--- src/rtl/cpu_types_pkg.sv ---
// Shared CPU types used by the direct-mapped data cache: address/frame layouts and controller states.
// The CNT state only exists when DCACHE_HITCNT_EN is defined.
package cpu_types_pkg;
  typedef logic [31:0] word_t;

  localparam int    DC_FRAMES   = 8;
  localparam word_t DC_CNT_ADDR = 32'h0000_3100;

  typedef struct packed {
    logic [25:0] tag;
    logic [2:0]  idx;
    logic        blkoff;
    logic [1:0]  bytoff;
  } dcache_addr_t;

  typedef struct packed {
    logic        valid;
    logic        dirty;
    logic [25:0] tag;
    word_t [1:0] data;
  } dframe_t;

  typedef enum logic [2:0] {
    IDLE, WB0, WB1, LD0, LD1, FLUSH,
`ifdef DCACHE_HITCNT_EN
    CNT,
`endif
    DONE
  } dstate_t;

  function automatic word_t blk_addr(input logic [25:0] tag, input logic [2:0] idx, input logic blk);
    return {tag, idx, blk, 2'b00};
  endfunction
endpackage

--- src/rtl/dcache_dm_if.sv ---
// Datapath/memory signal bundle around the data cache; the slave modport is the cache itself.
interface dcache_dm_if;
  import cpu_types_pkg::*;

  logic  dmemREN, dmemWEN, halt, dhit, flushed;
  word_t dmemaddr, dmemstore, dmemload;
  logic  dREN, dWEN, dwait;
  word_t daddr, dstore, dload;

  modport slave (
    input  dmemREN, dmemWEN, dmemaddr, dmemstore, halt, dload, dwait,
    output dmemload, dhit, flushed, dREN, dWEN, daddr, dstore
  );
  modport master (
    output dmemREN, dmemWEN, dmemaddr, dmemstore, halt, dload, dwait,
    input  dmemload, dhit, flushed, dREN, dWEN, daddr, dstore
  );
endinterface

--- src/rtl/dcache_frames.sv ---
// Frame storage for the data cache: one async read port, one write port, sync clear of valid/dirty.
module dcache_frames
  import cpu_types_pkg::*;
(
  input  logic       CLK,
  input  logic       clr,
  input  logic [2:0] ridx,
  output dframe_t    rframe,
  input  logic       we,
  input  logic [2:0] widx,
  input  dframe_t    wframe
);
  dframe_t frames [DC_FRAMES];

  assign rframe = frames[ridx];

  // Tags and data are left untouched by clear; valid gates them.
  always_ff @(posedge CLK) begin
    if (clr) begin
      for (int i = 0; i < DC_FRAMES; i++) begin
        frames[i].valid <= 1'b0;
        frames[i].dirty <= 1'b0;
      end
    end else if (we) begin
      frames[widx] <= wframe;
    end
  end
endmodule

--- src/rtl/dcache_dm.sv ---
// Direct-mapped write-back/write-allocate data cache, 8 frames x 2 words, with flush on halt.
// DCACHE_HITCNT_EN: keep a signed hit counter and store it to 0x3100 after the flush.
module dcache_dm
  import cpu_types_pkg::*;
(
  input  logic       CLK,
  input  logic       nRST,
  dcache_dm_if.slave dif
);
  dstate_t      state, state_n;
  dcache_addr_t req_a;
  logic [25:0]  miss_tag;
  logic [2:0]   miss_idx, ridx;
  logic [3:0]   fcnt, fcnt_n;
  dframe_t      rframe, wframe;
  logic         we, req, tag_hit, miss_go, flush_go, flush_req, halt_pend;
  logic         unused_bytoff;

`ifdef DCACHE_HITCNT_EN
  localparam dstate_t FLUSH_EXIT = CNT;
  word_t hit_cnt;
`else
  localparam dstate_t FLUSH_EXIT = DONE;
`endif

  assign req_a         = dcache_addr_t'(dif.dmemaddr);
  assign unused_bytoff = &{1'b0, req_a.bytoff};
  assign req           = dif.dmemREN | dif.dmemWEN;
  assign flush_req     = dif.halt | halt_pend;
  assign tag_hit       = rframe.valid && (rframe.tag == req_a.tag);
  // The miss index is latched so a datapath that changes its address mid-miss cannot redirect the fill.
  assign ridx = (state == FLUSH) ? fcnt[3:1] : (state == IDLE) ? req_a.idx : miss_idx;

  dcache_frames u_frames (
    .CLK    (CLK),
    .clr    (!nRST),
    .ridx   (ridx),
    .rframe (rframe),
    .we     (we),
    .widx   (ridx),
    .wframe (wframe)
  );

  always_ff @(posedge CLK) begin
    if (!nRST) begin
      state     <= IDLE;
      fcnt      <= '0;
      miss_tag  <= '0;
      miss_idx  <= '0;
      halt_pend <= 1'b0;
    end else begin
      state <= state_n;
      fcnt  <= fcnt_n;
      if (miss_go) begin
        miss_tag <= req_a.tag;
        miss_idx <= req_a.idx;
      end
      if (dif.halt && (state inside {WB0, WB1, LD0, LD1})) halt_pend <= 1'b1;
    end
  end

`ifdef DCACHE_HITCNT_EN
  // Two's-complement wrap: a run of misses drives the count negative.
  always_ff @(posedge CLK) begin
    if (!nRST)                                 hit_cnt <= '0;
    else if (state == IDLE && !flush_req && req) hit_cnt <= tag_hit ? hit_cnt + 32'd1 : hit_cnt - 32'd1;
  end
`endif

  always_comb begin
    state_n      = state;
    fcnt_n       = fcnt;
    we           = 1'b0;
    wframe       = rframe;
    miss_go      = 1'b0;
    flush_go     = 1'b0;
    dif.dhit     = 1'b0;
    dif.dmemload = '0;
    dif.flushed  = 1'b0;
    dif.dREN     = 1'b0;
    dif.dWEN     = 1'b0;
    dif.daddr    = '0;
    dif.dstore   = '0;
    case (state)
      IDLE: begin
        if (flush_req) begin
          state_n = FLUSH;
        end else if (req && tag_hit) begin
          dif.dhit     = 1'b1;
          dif.dmemload = rframe.data[req_a.blkoff];
          if (dif.dmemWEN) begin
            we                         = 1'b1;
            wframe.data[req_a.blkoff] = dif.dmemstore;
            wframe.dirty               = 1'b1;
          end
        end else if (req) begin
          miss_go = 1'b1;
          state_n = (rframe.valid && rframe.dirty) ? WB0 : LD0;
        end
      end
      WB0, WB1: begin
        dif.dWEN   = 1'b1;
        dif.daddr  = blk_addr(rframe.tag, miss_idx, state == WB1);
        dif.dstore = rframe.data[state == WB1];
        if (!dif.dwait) state_n = (state == WB1) ? LD0 : WB1;
      end
      LD0, LD1: begin
        dif.dREN  = 1'b1;
        dif.daddr = blk_addr(miss_tag, miss_idx, state == LD1);
        if (!dif.dwait) begin
          we                      = 1'b1;
          wframe.tag              = miss_tag;
          wframe.dirty            = 1'b0;
          wframe.valid            = (state == LD1);
          wframe.data[state == LD1] = dif.dload;
          state_n                 = (state == LD1) ? IDLE : LD1;
        end
      end
      FLUSH: begin
        flush_go = 1'b1;
        if (rframe.valid && rframe.dirty) begin
          dif.dWEN   = 1'b1;
          dif.daddr  = blk_addr(rframe.tag, fcnt[3:1], fcnt[0]);
          dif.dstore = rframe.data[fcnt[0]];
          flush_go   = !dif.dwait;
        end
        if (flush_go) begin
          fcnt_n = fcnt + 4'd1;
          if (fcnt == 4'hF) state_n = FLUSH_EXIT;
        end
      end
`ifdef DCACHE_HITCNT_EN
      CNT: begin
        dif.dWEN   = 1'b1;
        dif.daddr  = DC_CNT_ADDR;
        dif.dstore = hit_cnt;
        if (!dif.dwait) state_n = DONE;
      end
`endif
      DONE:    dif.flushed = 1'b1;
      default: state_n = IDLE;
    endcase
  end
endmodule

--- src/flat_wrapper.sv ---
// flat-port wrapper written by rule: the top's interface ports become plain ports
module dcache_dm_flat import cpu_types_pkg::*;
  (CLK, nRST, dif_dmemREN, dif_dmemWEN, dif_dmemaddr, dif_dmemstore, dif_halt, dif_dload, dif_dwait, dif_dmemload, dif_dhit, dif_flushed, dif_dREN, dif_dWEN, dif_daddr, dif_dstore);
  dcache_dm_if dif_i ();
  input  logic CLK;
  input  logic nRST;
  input wire logic [$bits(dif_i.dmemREN)-1:0] dif_dmemREN;
  input wire logic [$bits(dif_i.dmemWEN)-1:0] dif_dmemWEN;
  input wire logic [$bits(dif_i.dmemaddr)-1:0] dif_dmemaddr;
  input wire logic [$bits(dif_i.dmemstore)-1:0] dif_dmemstore;
  input wire logic [$bits(dif_i.halt)-1:0] dif_halt;
  input wire logic [$bits(dif_i.dload)-1:0] dif_dload;
  input wire logic [$bits(dif_i.dwait)-1:0] dif_dwait;
  output wire logic [$bits(dif_i.dmemload)-1:0] dif_dmemload;
  output wire logic [$bits(dif_i.dhit)-1:0] dif_dhit;
  output wire logic [$bits(dif_i.flushed)-1:0] dif_flushed;
  output wire logic [$bits(dif_i.dREN)-1:0] dif_dREN;
  output wire logic [$bits(dif_i.dWEN)-1:0] dif_dWEN;
  output wire logic [$bits(dif_i.daddr)-1:0] dif_daddr;
  output wire logic [$bits(dif_i.dstore)-1:0] dif_dstore;
  assign dif_i.dmemREN = dif_dmemREN;
  assign dif_i.dmemWEN = dif_dmemWEN;
  assign dif_i.dmemaddr = dif_dmemaddr;
  assign dif_i.dmemstore = dif_dmemstore;
  assign dif_i.halt = dif_halt;
  assign dif_i.dload = dif_dload;
  assign dif_i.dwait = dif_dwait;
  assign dif_dmemload = dif_i.dmemload;
  assign dif_dhit = dif_i.dhit;
  assign dif_flushed = dif_i.flushed;
  assign dif_dREN = dif_i.dREN;
  assign dif_dWEN = dif_i.dWEN;
  assign dif_daddr = dif_i.daddr;
  assign dif_dstore = dif_i.dstore;
  dcache_dm u_core (.CLK(CLK), .nRST(nRST), .dif(dif_i));
endmodule
--- config.mk ---
export PLATFORM = sky130hd
export DESIGN_NAME = dcache_dm_flat
export DESIGN_NICKNAME = d
export VERILOG_FILES = /design/src/rtl/cpu_types_pkg.sv /design/src/rtl/dcache_dm_if.sv /design/src/rtl/dcache_frames.sv /design/src/rtl/dcache_dm.sv /design/src/flat_wrapper.sv
export SDC_FILE = /design/constraint.sdc
export NUM_CORES = 1
export LEC_CHECK = 0
export CAP_MARGIN = 25
export CORE_UTILIZATION = 53
export CTS_CLUSTER_SIZE = 16
export DETAILED_ROUTE_END_ITERATION = 10
export DONT_BUFFER_PORTS = 1
export PLACE_DENSITY_LB_ADDON = 0.2
export RECOVER_POWER = 50
export SYNTH_ARGS = -nofsm -noshare
export SYNTH_HDL_FRONTEND = slang
export SYNTH_SLANG_ARGS = --single-unit
--- constraint.sdc ---
create_clock -name CLK -period 11.4 [get_ports CLK]
set_clock_uncertainty 0.15 [all_clocks]
set_input_delay 3.42 -clock CLK [delete_from_list [all_inputs] [get_ports CLK]]
set_output_delay 3.42 -clock CLK [all_outputs]
set_load 0.02 [all_outputs]
==> metrics.cfg <==
[placed_design]
gp_congestion=0.8850
dp_hpwl_mm=61.00
port-buffer-count=0

[global_route]
grt_max_degree=136
gr-usage-all-layers_pct=30.93
antenna_found_initial=4
grt_pass1_wl_mm=154.0
overflow=0
grt_pass1_vias=24050

[die]
die_height_um=258.4
start_util_pct=53.87
core-area_um2=64700
fp-row-count=93
fp.dieArea_um2=66790
die_w_um=258.4
ios=202

[setup_path]
worst_ep_required_time_ns=7.83
cp.arrival_ns=7.68
path_class=in2out
endpoint_kind=primary output
cp_max_fo=26
start_kind=input pin

[detailed_routing]
drc=0
drt-pass1-iter-count=6
vias_per_cell=6.752
vias=25100
wl_mm=105.1
post_drt_wl_per_cell_um=28.27
drtIter0Drc=3290
drtAntennaViolNets=0

[clocking]
max-clock-path-buffers=3
cts_made_buffers=80
cts_resized=0
clk_pin_slew_worst_paths_ns=0.06
cts-root-buf=clkbuf_16
cts_tree=done
cts_num_sinks=773
cts_max_level=3
hold_buffers=0
postCtsSetupRepairBufs=0
worstSkewPairLatency_ns=0.63

[synthesis]
synth_commonest_cells=734 x edfxtp_1, 298 x nand2_1, 215 x nor2_1
synthTopCellsByArea=edfxtp_1 63%, nand2_1 3.2%, a22oi_1 2.8%, mux2i_1 2.6%, nor2_1 2.3%
synth_edf_count=734
ys_warn_count=0
synth-main-ff-cell=edfxtp_1
ys_ff_latch=773
synth_cell_types=93
synth_top_cell_by_area=edfxtp_1
seq_area_frac_synth_pct=65.48
synth_cells=2750
post-synth-top-count-cell=edfxtp_1
synth.avg_cell_area_um2=12.67
synthesis.area_um2=34850
async_flop_share_pct=0
yosysTopAreaCellShare_pct=63.24

[final_layout]
areaGrowthSynthToFinish_pct=12.86
num-fill-cells=4990
antenna-diode-count=0
multi_input_area_um2=11120
final_layout_size_suffix_gt1_share_pct=13.10
regArea_um2=22820
nets=2904

[sta]
fin_tns_setup_ns=0
post-route-min-period_ns=11.25
hold_viol=0
drv_slew=260
fmax_ghz=0.08886
slew_headroom_pct=-139.5
period_share_pct=98.72
setup_viol=0
rsz0062_at_grt=false
tightest_slew_ns=3.592

[status]
outcome=finished with violations
violations=capacitance limit, slew limit

[flow_run]
cap_violations=9

[min_path]
hold_class=reg2reg

metrics by stage:
| step | instances | area, um^2 | hold WS [ns] | setup WS, ns | util (%) |
|---|---|---|---|---|---|
| 6_report | 3717 | 39330 | 0.3222 | 0.1458 | 60.80 |
| 3_3_place_gp | 3569 | 36750 | 0.2972 | 0.2427 | 56.80 |
| 3_5_place_dp | 3569 | 36750 | 0.3112 | 0.1988 | 56.80 |
| 5_1_grt | 3717 | 39330 | 0.3472 | 0.02209 | 60.80 |
| 4_1_cts | 3712 | 39330 | 0.3195 | 0.1594 | 60.79 |
| 2_1_floorplan | 2751 | 34860 | 0.2822 | 0.9022 | - |
registers in the layout (all words and copies together) (netlist names):
register                count
u_core.u_frames.frames    736
u_core.miss_tag            26
u_core.fcnt                 4
u_core.miss_idx             3
u_core.state                3
u_core.halt_pend            1
cells by family after synthesis:
| family | after synthesis | synth area share [%] |
|---|---|---|
| compound gates | 752 | 15.80 |
| xor+xnor | 16 | 0.4236 |
| fa+ha+maj | 1 | 0.03589 |
| buf+inv | 247 | 3.202 |
| flops | 773 | 65.48 |
| mux | 109 | 3.270 |
| other cells | 1 | 0.01076 |
| simple gates | 851 | 11.78 |
final cells by class:
class | instances | area share, %
Sequential cell | 773 | 58.02
Timing Repair Buffer | 181 | 4.103
Clock inverter | 35 | 1.053
Inverter | 34 | 0.3245
Multi-Input combinational cell | 1731 | 28.27
Clock buffer | 108 | 5.513
Tap cell | 855 | 2.720
path summary, 6_finish.rpt:
check | to | slack (ns) | start | cells past startpoint
setup / recovery | dif_dmemload[4] | 0.15 | dif_dmemaddr[4] | 13
hold / removal | u_core.u_frames.frames[4][91] | 0.32 | u_core.u_frames.frames[4][91] | 2
setup reg to reg | u_core.u_frames.frames[3][6] | 2.19 | u_core.state[1] | 15
hold reg to reg | u_core.u_frames.frames[4][91] | 0.32 | u_core.u_frames.frames[4][91] | 2
per-layer routing:
metal / up-vias / global-route usage, % / wire (um)
met5: - / 0 / 57
met4: 8 / 9.550 / 2954
met3: 216 / 7.316 / 11830
met2: 1550 / 49.24 / 49070
met1: 12490 / 42.23 / 41150
li1: 10830 / - / -
layout by cell type, fill, tap and decap left out, drive strengths merged, types with 13 or more instances in the layout:
cell type,Yosys,final
and3,78,78
clkinv,0,21
o31ai,13,13
mux2,16,16
nand2,299,299
nor3b,19,19
nor2b,31,31
a22o,44,44
o221ai,14,14
and4,19,19
clkbuf,120,122
buf,93,167
a211oi,46,46
nand3,79,79
mux2i,91,91
nand4,17,17
a221oi,41,41
dfxtp,39,39
a2111oi,34,34
inv,34,38
o22ai,66,66
nor2,219,219
a22oi,129,129
nor3,15,15
edfxtp,734,734
o21ai,69,69
a211o,26,26
a21oi,150,150
xor2,13,13
nor4,25,25
o211ai,40,40
critical path: stages:
cell and delay [ns]:
or4_1 0.13, o211ai_2 0.21, nor2_4 0.72, a2111oi_0 0.25, or4_1 0.65, xor2_1 0.16
o21ai_1 0.16, nor4_1 0.35, nand4_1 0.26, or2_2 0.64, buf_4 0.29, a211oi_2 0.21
buf_4 0.17
Power is not shown: default switching activity piles up to over one toggle a cycle in this logic, so the estimate is an artifact.
